## src/rtl/mc_dp_pkg.sv

```systemverilog
// Shared encodings for the parametrised multicycle datapath: ALU ops, shift types,
// operand/result/immediate selects and NZCV bit positions.
package mc_dp_pkg;

    typedef enum logic [2:0] {
        ALU_ADD  = 3'b000,
        ALU_SUB  = 3'b001,
        ALU_AND  = 3'b010,
        ALU_ORR  = 3'b011,
        ALU_EOR  = 3'b100,
        ALU_MOV  = 3'b101,
        ALU_ADD6 = 3'b110,
        ALU_ADD7 = 3'b111
    } alu_op_e;

    typedef enum logic [1:0] {
        SH_LSL = 2'b00,
        SH_LSR = 2'b01,
        SH_ASR = 2'b10,
        SH_ROR = 2'b11
    } shift_e;

    typedef enum logic [1:0] {
        SRCA_PC    = 2'b00,
        SRCA_A     = 2'b01,
        SRCA_ZERO  = 2'b10,
        SRCA_ZERO3 = 2'b11
    } srca_e;

    typedef enum logic [1:0] {
        SRCB_WD   = 2'b00,
        SRCB_IMM  = 2'b01,
        SRCB_FOUR = 2'b10,
        SRCB_ZERO = 2'b11
    } srcb_e;

    typedef enum logic [1:0] {
        RES_ALU    = 2'b00,
        RES_ALUOUT = 2'b01,
        RES_DATA   = 2'b10,
        RES_IMM    = 2'b11
    } res_e;

    typedef enum logic [1:0] {
        IMM_8    = 2'b00,
        IMM_12   = 2'b01,
        IMM_BR   = 2'b10,
        IMM_ZERO = 2'b11
    } imm_e;

    localparam int unsigned FLAG_N = 3;
    localparam int unsigned FLAG_Z = 2;
    localparam int unsigned FLAG_C = 1;
    localparam int unsigned FLAG_V = 0;

endpackage

```

## src/rtl/dp_shifter.sv

```systemverilog
// Combinational barrel shifter for the register operand; carry is the last bit
// shifted out, or the incoming carry when the amount is zero.
module dp_shifter
    import mc_dp_pkg::*;
#(
    parameter int unsigned WIDTH = 32
) (
    input  logic [WIDTH-1:0] a,
    input  logic [1:0]       sh_type,
    input  logic [4:0]       amt,
    input  logic             cin,
    output logic [WIDTH-1:0] y_c,
    output logic             cout_c
);

    logic [WIDTH:0]   lsl_w;
    logic [WIDTH:0]   lsr_w;
    logic [WIDTH:0]   asr_w;
    logic [WIDTH-1:0] ror_w;

    // One extra bit on the shifted-out side captures the carry directly.
    assign lsl_w = {1'b0, a} << amt;
    assign lsr_w = {a, 1'b0} >> amt;
    assign asr_w = $signed({a, 1'b0}) >>> amt;
    assign ror_w = (a >> amt) | (a << (7'(WIDTH) - 7'(amt)));

    always_comb begin
        y_c    = a;
        cout_c = cin;
        if (amt != 5'd0) begin
            case (sh_type)
                SH_LSL: begin
                    y_c    = lsl_w[WIDTH-1:0];
                    cout_c = lsl_w[WIDTH];
                end
                SH_LSR: begin
                    y_c    = lsr_w[WIDTH:1];
                    cout_c = lsr_w[0];
                end
                SH_ASR: begin
                    y_c    = asr_w[WIDTH:1];
                    cout_c = asr_w[0];
                end
                default: begin
                    y_c    = ror_w;
                    cout_c = ror_w[WIDTH-1];
                end
            endcase
        end
    end

endmodule

```

## src/rtl/mc_datapath_p.sv

```systemverilog
// Parametrised multicycle datapath: regfile with PC alias, operand shifter, ALU with
// NZCV, registered memory-data stage and a MemReady stall that freezes all state.
module mc_datapath_p
    import mc_dp_pkg::*;
#(
    parameter int unsigned     WIDTH     = 32,
    parameter int unsigned     NREGS     = 16,
    parameter logic [WIDTH-1:0] PC_RESET = '0,
    parameter int unsigned     PC_OFFSET = 8
) (
    input  logic             clk,
    input  logic             reset,
    output logic [WIDTH-1:0] Adr,
    output logic [WIDTH-1:0] WriteData,
    input  logic [WIDTH-1:0] ReadData,
    input  logic             MemReady,
    output logic [31:0]      Instr,
    output logic [3:0]       ALUFlags,
    output logic [3:0]       Flags,
    input  logic             PCWrite,
    input  logic             RegWrite,
    input  logic             IRWrite,
    input  logic             AdrSrc,
    input  logic [1:0]       RegSrc,
    input  logic [1:0]       ALUSrcA,
    input  logic [1:0]       ALUSrcB,
    input  logic [1:0]       ResultSrc,
    input  logic [1:0]       ImmSrc,
    input  logic [2:0]       ALUControl,
    input  logic [1:0]       FlagWrite,
    input  logic             ShiftEn
);

    localparam int unsigned   AW  = $clog2(NREGS);
    localparam logic [AW-1:0] TOP = AW'(NREGS - 1);

    logic [WIDTH-1:0] pc;
    logic [31:0]      ir;
    logic [WIDTH-1:0] data_q;
    logic [WIDTH-1:0] a_q;
    logic [WIDTH-1:0] wd_q;
    logic [WIDTH-1:0] aluout_q;
    logic [3:0]       flags_q;
    logic [WIDTH-1:0] rf [NREGS];

    logic [AW-1:0]    ra1, ra2, wa3;
    logic [WIDTH-1:0] pc_plus, rd1, rd2;
    logic [WIDTH-1:0] ext_imm, src_a, src_b, b_eff, result, alu_res;
    logic [WIDTH-1:0] sh_y;
    logic             sh_c, shift_act, op_c;
    logic [WIDTH:0]   sum;
    logic             alu_sub, alu_c, alu_v;
    logic [3:0]       alu_flags;

    // Register reads; the top index aliases to PC plus the pipeline offset.
    assign ra1     = RegSrc[0] ? TOP : AW'(ir[19:16]);
    assign ra2     = RegSrc[1] ? AW'(ir[15:12]) : AW'(ir[3:0]);
    assign wa3     = AW'(ir[15:12]);
    assign pc_plus = pc + WIDTH'(PC_OFFSET);
    assign rd1     = (ra1 == TOP) ? pc_plus : rf[ra1];
    assign rd2     = (ra2 == TOP) ? pc_plus : rf[ra2];

    always_comb begin
        ext_imm = '0;
        case (ImmSrc)
            IMM_8:   ext_imm = WIDTH'(ir[7:0]);
            IMM_12:  ext_imm = WIDTH'(ir[11:0]);
            IMM_BR:  ext_imm = {{(WIDTH-26){ir[23]}}, ir[23:0], 2'b00};
            default: ext_imm = '0;
        endcase
    end

    dp_shifter #(.WIDTH(WIDTH)) u_shifter (
        .a       (wd_q),
        .sh_type (ir[6:5]),
        .amt     (ir[11:7]),
        .cin     (flags_q[FLAG_C]),
        .y_c     (sh_y),
        .cout_c  (sh_c)
    );

    assign shift_act = ShiftEn && (ALUSrcB == SRCB_WD);
    assign op_c      = shift_act ? sh_c : flags_q[FLAG_C];

    always_comb begin
        src_a = '0;
        case (ALUSrcA)
            SRCA_PC: src_a = pc;
            SRCA_A:  src_a = a_q;
            default: src_a = '0;
        endcase
        src_b = '0;
        case (ALUSrcB)
            SRCB_WD:   src_b = shift_act ? sh_y : wd_q;
            SRCB_IMM:  src_b = ext_imm;
            SRCB_FOUR: src_b = WIDTH'(4);
            default:   src_b = '0;
        endcase
    end

    // Subtraction reuses the adder as a + ~b + 1, so carry means "no borrow".
    assign alu_sub = (ALUControl == ALU_SUB);
    assign b_eff   = alu_sub ? ~src_b : src_b;
    assign sum     = {1'b0, src_a} + {1'b0, b_eff} + (WIDTH+1)'(alu_sub);

    always_comb begin
        alu_res = sum[WIDTH-1:0];
        alu_c   = sum[WIDTH];
        alu_v   = (src_a[WIDTH-1] == b_eff[WIDTH-1]) && (sum[WIDTH-1] != src_a[WIDTH-1]);
        case (ALUControl)
            ALU_AND, ALU_ORR, ALU_EOR, ALU_MOV: begin
                alu_c = op_c;
                alu_v = flags_q[FLAG_V];
                case (ALUControl)
                    ALU_AND: alu_res = src_a & src_b;
                    ALU_ORR: alu_res = src_a | src_b;
                    ALU_EOR: alu_res = src_a ^ src_b;
                    default: alu_res = src_b;
                endcase
            end
            default: ;
        endcase
    end

    assign alu_flags = {alu_res[WIDTH-1], (alu_res == '0), alu_c, alu_v};

    always_comb begin
        result = '0;
        case (ResultSrc)
            RES_ALU:    result = alu_res;
            RES_ALUOUT: result = aluout_q;
            RES_DATA:   result = data_q;
            default:    result = ext_imm;
        endcase
    end

    // All architectural state holds while the memory is not ready.
    always_ff @(posedge clk or posedge reset) begin
        if (reset) begin
            pc       <= PC_RESET;
            ir       <= '0;
            data_q   <= '0;
            a_q      <= '0;
            wd_q     <= '0;
            aluout_q <= '0;
            flags_q  <= '0;
            for (int i = 0; i < NREGS; i++) rf[i] <= '0;
        end else if (MemReady) begin
            data_q   <= ReadData;
            a_q      <= rd1;
            wd_q     <= rd2;
            aluout_q <= alu_res;
            if (PCWrite) pc <= result;
            if (IRWrite) ir <= ReadData[31:0];
            if (RegWrite && (wa3 != TOP)) rf[wa3] <= result;
            if (FlagWrite[1]) begin
                flags_q[FLAG_N] <= alu_flags[FLAG_N];
                flags_q[FLAG_Z] <= alu_flags[FLAG_Z];
            end
            if (FlagWrite[0]) begin
                flags_q[FLAG_C] <= alu_flags[FLAG_C];
                flags_q[FLAG_V] <= alu_flags[FLAG_V];
            end
        end
    end

    assign Adr       = AdrSrc ? aluout_q : pc;
    assign WriteData = wd_q;
    assign Instr     = ir;
    assign ALUFlags  = alu_flags;
    assign Flags     = flags_q;

endmodule

```

## config.mk

```make
export PLATFORM = sky130hd
export DESIGN_NAME = mc_datapath_p
export DESIGN_NICKNAME = d
export VERILOG_FILES = /design/src/rtl/mc_dp_pkg.sv /design/src/rtl/dp_shifter.sv /design/src/rtl/mc_datapath_p.sv
export SDC_FILE = /design/constraint.sdc
export NUM_CORES = 2
export LEC_CHECK = 0
export ABC_AREA = 0
export BUFFER_PORTS_ARGS = -buffer_cell sky130_fd_sc_hd__buf_2
export CORE_MARGIN = 2
export CORE_UTILIZATION = 35
export CTS_CLUSTER_DIAMETER = 50
export DETAILED_ROUTE_END_ITERATION = 16
export GPL_ROUTABILITY_DRIVEN = 0
export PLACE_DENSITY = 0.46
export SLEW_MARGIN = 25
export SYNTH_ARGS = -nofsm -noshare
export SYNTH_HDL_FRONTEND = slang
export SYNTH_SLANG_ARGS = --single-unit
export TNS_END_PERCENT = 1
```

## constraint.sdc

```tcl
create_clock -name clk -period 49.6 [get_ports clk]
set_clock_uncertainty 0.2 [all_clocks]
set_input_delay 9.92 -clock clk [delete_from_list [all_inputs] [get_ports clk]]
set_output_delay 9.92 -clock clk [all_outputs]
set_load 0.05 [all_outputs]
```

==> run_results.csv <==
group,metric,value,unit
setup_path,worstSetupPathType,"in -> out",
route,routed-via-count,48140,
setup_path,cp.required,39480,ps
setup_path,timing.rr.start,"Instr[7]",
yosys,synth_top_area_cell,"dfrtp_1",
clock_network,clock-root-buffer,"clkbuf_16",
yosys,synth_cells,5708,
timing,setup_violations,0,
yosys,yosys_warnings,0,
setup_path,worstRegToRegCells,23,
route,drtIter0Drc,6424,
pwr,p_clk_share,23.0,%
timing,setup_tns,0,ps
setup_path,cp-end-kind,"output port",
yosys,syn-cell-area,48500,sq um
setup_path,timing.rr.end,"rf[504]",
route,first_pass_iters,10,
route,drc,0,
pwr,power.total,3.289,mW
placement,dpl.hpwl,166300,um
hold_path,min_path_cells,0,
final_layout,multi_input_area,29140,sq um
floorplan,ioPinCount,159,
pwr,comb_power_share,46.1,%
timing,fmax,0.03746,GHz
clock_network,cts_buffers,100,
clock_network,clkSinkCount,678,
clock_network,ctsHoldBuffers,0,
timing,finalMaxSlewViolations,0,
final_layout,seq_area,16990,sq um
clock_network,max-clock-path-buffers,3,
pwr,p_sw_share,46.50,%
clock_network,cts_resized,0,
global_routing,grt.overflow.total,0,
hold_path,hold-path-endpoint,"rf[22]",
final_layout,syn2layout_area_growth,12.63,%
global_routing,grt_pass1_vias,45110,
timing,worst_slew_pin_slew,1198,ps
run,maxCapViolations,0,
pwr,p_seq_share,30.9,%
final_layout,fillers,14030,
clock_network,h-tree-depth,3,
final_layout,drive_gt1_share,16.58,%
floorplan,die_x,376.3,um
pwr,ir_drop,0.03277,mV
yosys,synth_ff_type,"dfrtp_1",
pwr,p_switching,1.529,mW
final_layout,final_common_cell,"nand2_1",
yosys,ys_seq_area_share,34.98,%
pwr,power.leakage,23.05,nW
global_routing,grt_max_degree,89,
timing,rsz0062_at_grt,"false",
final_layout,mostFrequentLayoutCells,"nand2_1 (704), dfrtp_1 (670), a21oi_1 (616)",
floorplan,die-area,141600,sq um
yosys,synth_top_area_share,34.98,%
clock_network,cts_tree,"built",
yosys,synth.distinct_cells,101,
timing,finalHoldViolCount,0,
yosys,synthArstFlopShare,100.0,%
clock_network,clock_latency,730,ps
setup_path,crit_arrival,16570,ps
floorplan,rows,136,
global_routing,grt_antenna_before_repair,18,
run_status,status,"complete, no violations",
setup_path,worstPathMaxFanout,25,
final_layout,nets,5749,
yosys,synthesis.nets,5862,
setup_path,regToRegSetupSlack,39480,ps
clock_network,path_clk_slew,50,ps
timing,slew_headroom,19.64,%
pwr,power.density,60.22,nW/um^2
floorplan,core_area,137500,sq um
hold_path,hold_path_class,"reg -> reg",
placement,dp_slack,23250,ps
placement,portBuffers,158,
floorplan,initial_core_util,35.27,%
pwr,internal_power,1.760,mW
global_routing,grtUsageTotal,34.23,%
route,drt_wl_total,247300,um
route,via_per_inst,6.434,
route,ant_nets,0,
yosys,synthTopCellsByArea,"dfrtp_1 (35%), a21oi_1 (6.4%), mux2i_1 (6.3%), nand2_1 (5.5%), mux4_2 (5.4%)",
yosys,synth_edf_count,0,
yosys,ys_ff_latch,678,
timing,fin_crit_sh,53.82,%
global_routing,grt_pass1_wl,349800,um
clock_network,post_cts_buffers,0,
timing,setup_slack,22910,ps
setup_path,cp-start-kind,"input port",
timing,layout_min_cycle_time,26690,ps
floorplan,die_height,376.3,um
hold_path,hold_start,"rf[22]",
route,routedWlPerCell,33.05,um
yosys,syn_avg_cell_area,8.497,sq um
-- registers in the layout (all words and copies together) (netlist names) --
name       count
Instr         32
aluout_q      32
pc            32
data_q        32
a_q           32
Flags          4
WriteData     32
rf           482
-- stage by stage --
step | std cells | hold slack [ps] | util [%] | instance area [sq um]
6_report | 7482 | 175.8 | 39.73 | 54620
5_1_grt | 7476 | 186.6 | 39.72 | 54610
4_1_cts | 7471 | 178.7 | 39.66 | 54530
3_5_place_dp | 7284 | 165.8 | 37.10 | 51020
3_3_place_gp | 7283 | 165.8 | 37.09 | 50990
2_1_floorplan | 5708 | 228.8 | - | 48500
-- synthesized netlist by cell type (18+ instances only) --
cell	instances
o2111ai_1	19
a31oi_1	39
nor2b_1	21
o22ai_1	59
a221oi_1	53
xor2_1	35
a311oi_1	73
a21oi_1	617
o211ai_1	40
mux2_2	202
inv_1	147
nand3_1	128
mux4_2	116
buf_2	30
a211oi_1	34
o31ai_1	22
nand2b_1	23
ha_1	98
buf_1	57
a222oi_1	31
clkbuf_1	442
nand4_1	26
or3_1	18
nand2_1	706
a21o_1	66
nor2_1	608
o21a_1	20
o21ai_0	415
a22oi_1	38
and3_1	75
nor3_1	53
xnor2_1	36
dfrtp_1	678
o221ai_1	82
mux2i_1	307
-- power by group through the flow --
stage	logic, mW	clock network (mW)	registers [mW]
floorplan	0.930	0	0.979
global placement	1.45	0	1.01
detailed placement	1.45	0	1.01
CTS	1.46	0.766	1.01
global route	1.60	0.790	1.04
finish	1.52	0.756	1.02
-- per-layer routing --
metal,wire length (um),up-vias,GRT usage [%]
li1,-,20630,-
met1,99480,23820,44.78
met2,104300,2878,50.23
met3,25600,797,9.292
met4,17800,18,20.78
met5,117,-,0
-- worst max-delay path, stage by stage --
cell      delay [ps]
buf_2            100
nor2b_1          130
buf_4            280
nand2_1          570
a21oi_1          310
nand3_1          120
o31ai_2          740
xnor2_1          150
ha_1             420
and4_1           310
a21boi_0         320
o211ai_1         190
and2_1           250
o311ai_0         350
a31oi_1          120
or4_1            580
nor4b_1          420
nand4_1          240
or4_4            590
nor2_1           140
buf_2            280
-- kinds of logic (layout without fill, tap and decap cells) --
kind of cell | after synthesis | after routing | share of synthesized area (%)
other | 0 | 8 | 0
adder cells (fa/ha/maj) | 99 | 99 | 2.570
buffers and inverters | 705 | 677 | 5.774
multiplexers | 640 | 640 | 16.78
flip-flops | 678 | 678 | 34.98
AND/OR/NAND/NOR | 1753 | 1753 | 15.66
XOR/XNOR | 71 | 71 | 1.282
AO/OA/AOI/OAI | 1762 | 1762 | 22.95
-- layout make-up --
cell class,count,area share (%)
multi-input combinational,4325,53.35
clock buffer,131,5.129
sequential,678,31.10
tap,1794,4.109
antenna,8,0.03665
timing repair buffer,334,3.880
clock inverter,56,1.301
inverter,156,1.088
-- worst max-delay path by stage --
stage | from | end | cells after the start
3_5_place_dp | ShiftEn | ALUFlags[2] | 21
6_report | ShiftEn | ALUFlags[2] | 21
4_1_cts | ShiftEn | ALUFlags[2] | 21
3_3_place_gp | ShiftEn | ALUFlags[2] | 20
2_1_floorplan | reset | Flags[0] | 1
5_1_grt | ShiftEn | ALUFlags[2] | 21
Note: power is estimated with default switching activity, not from simulation.
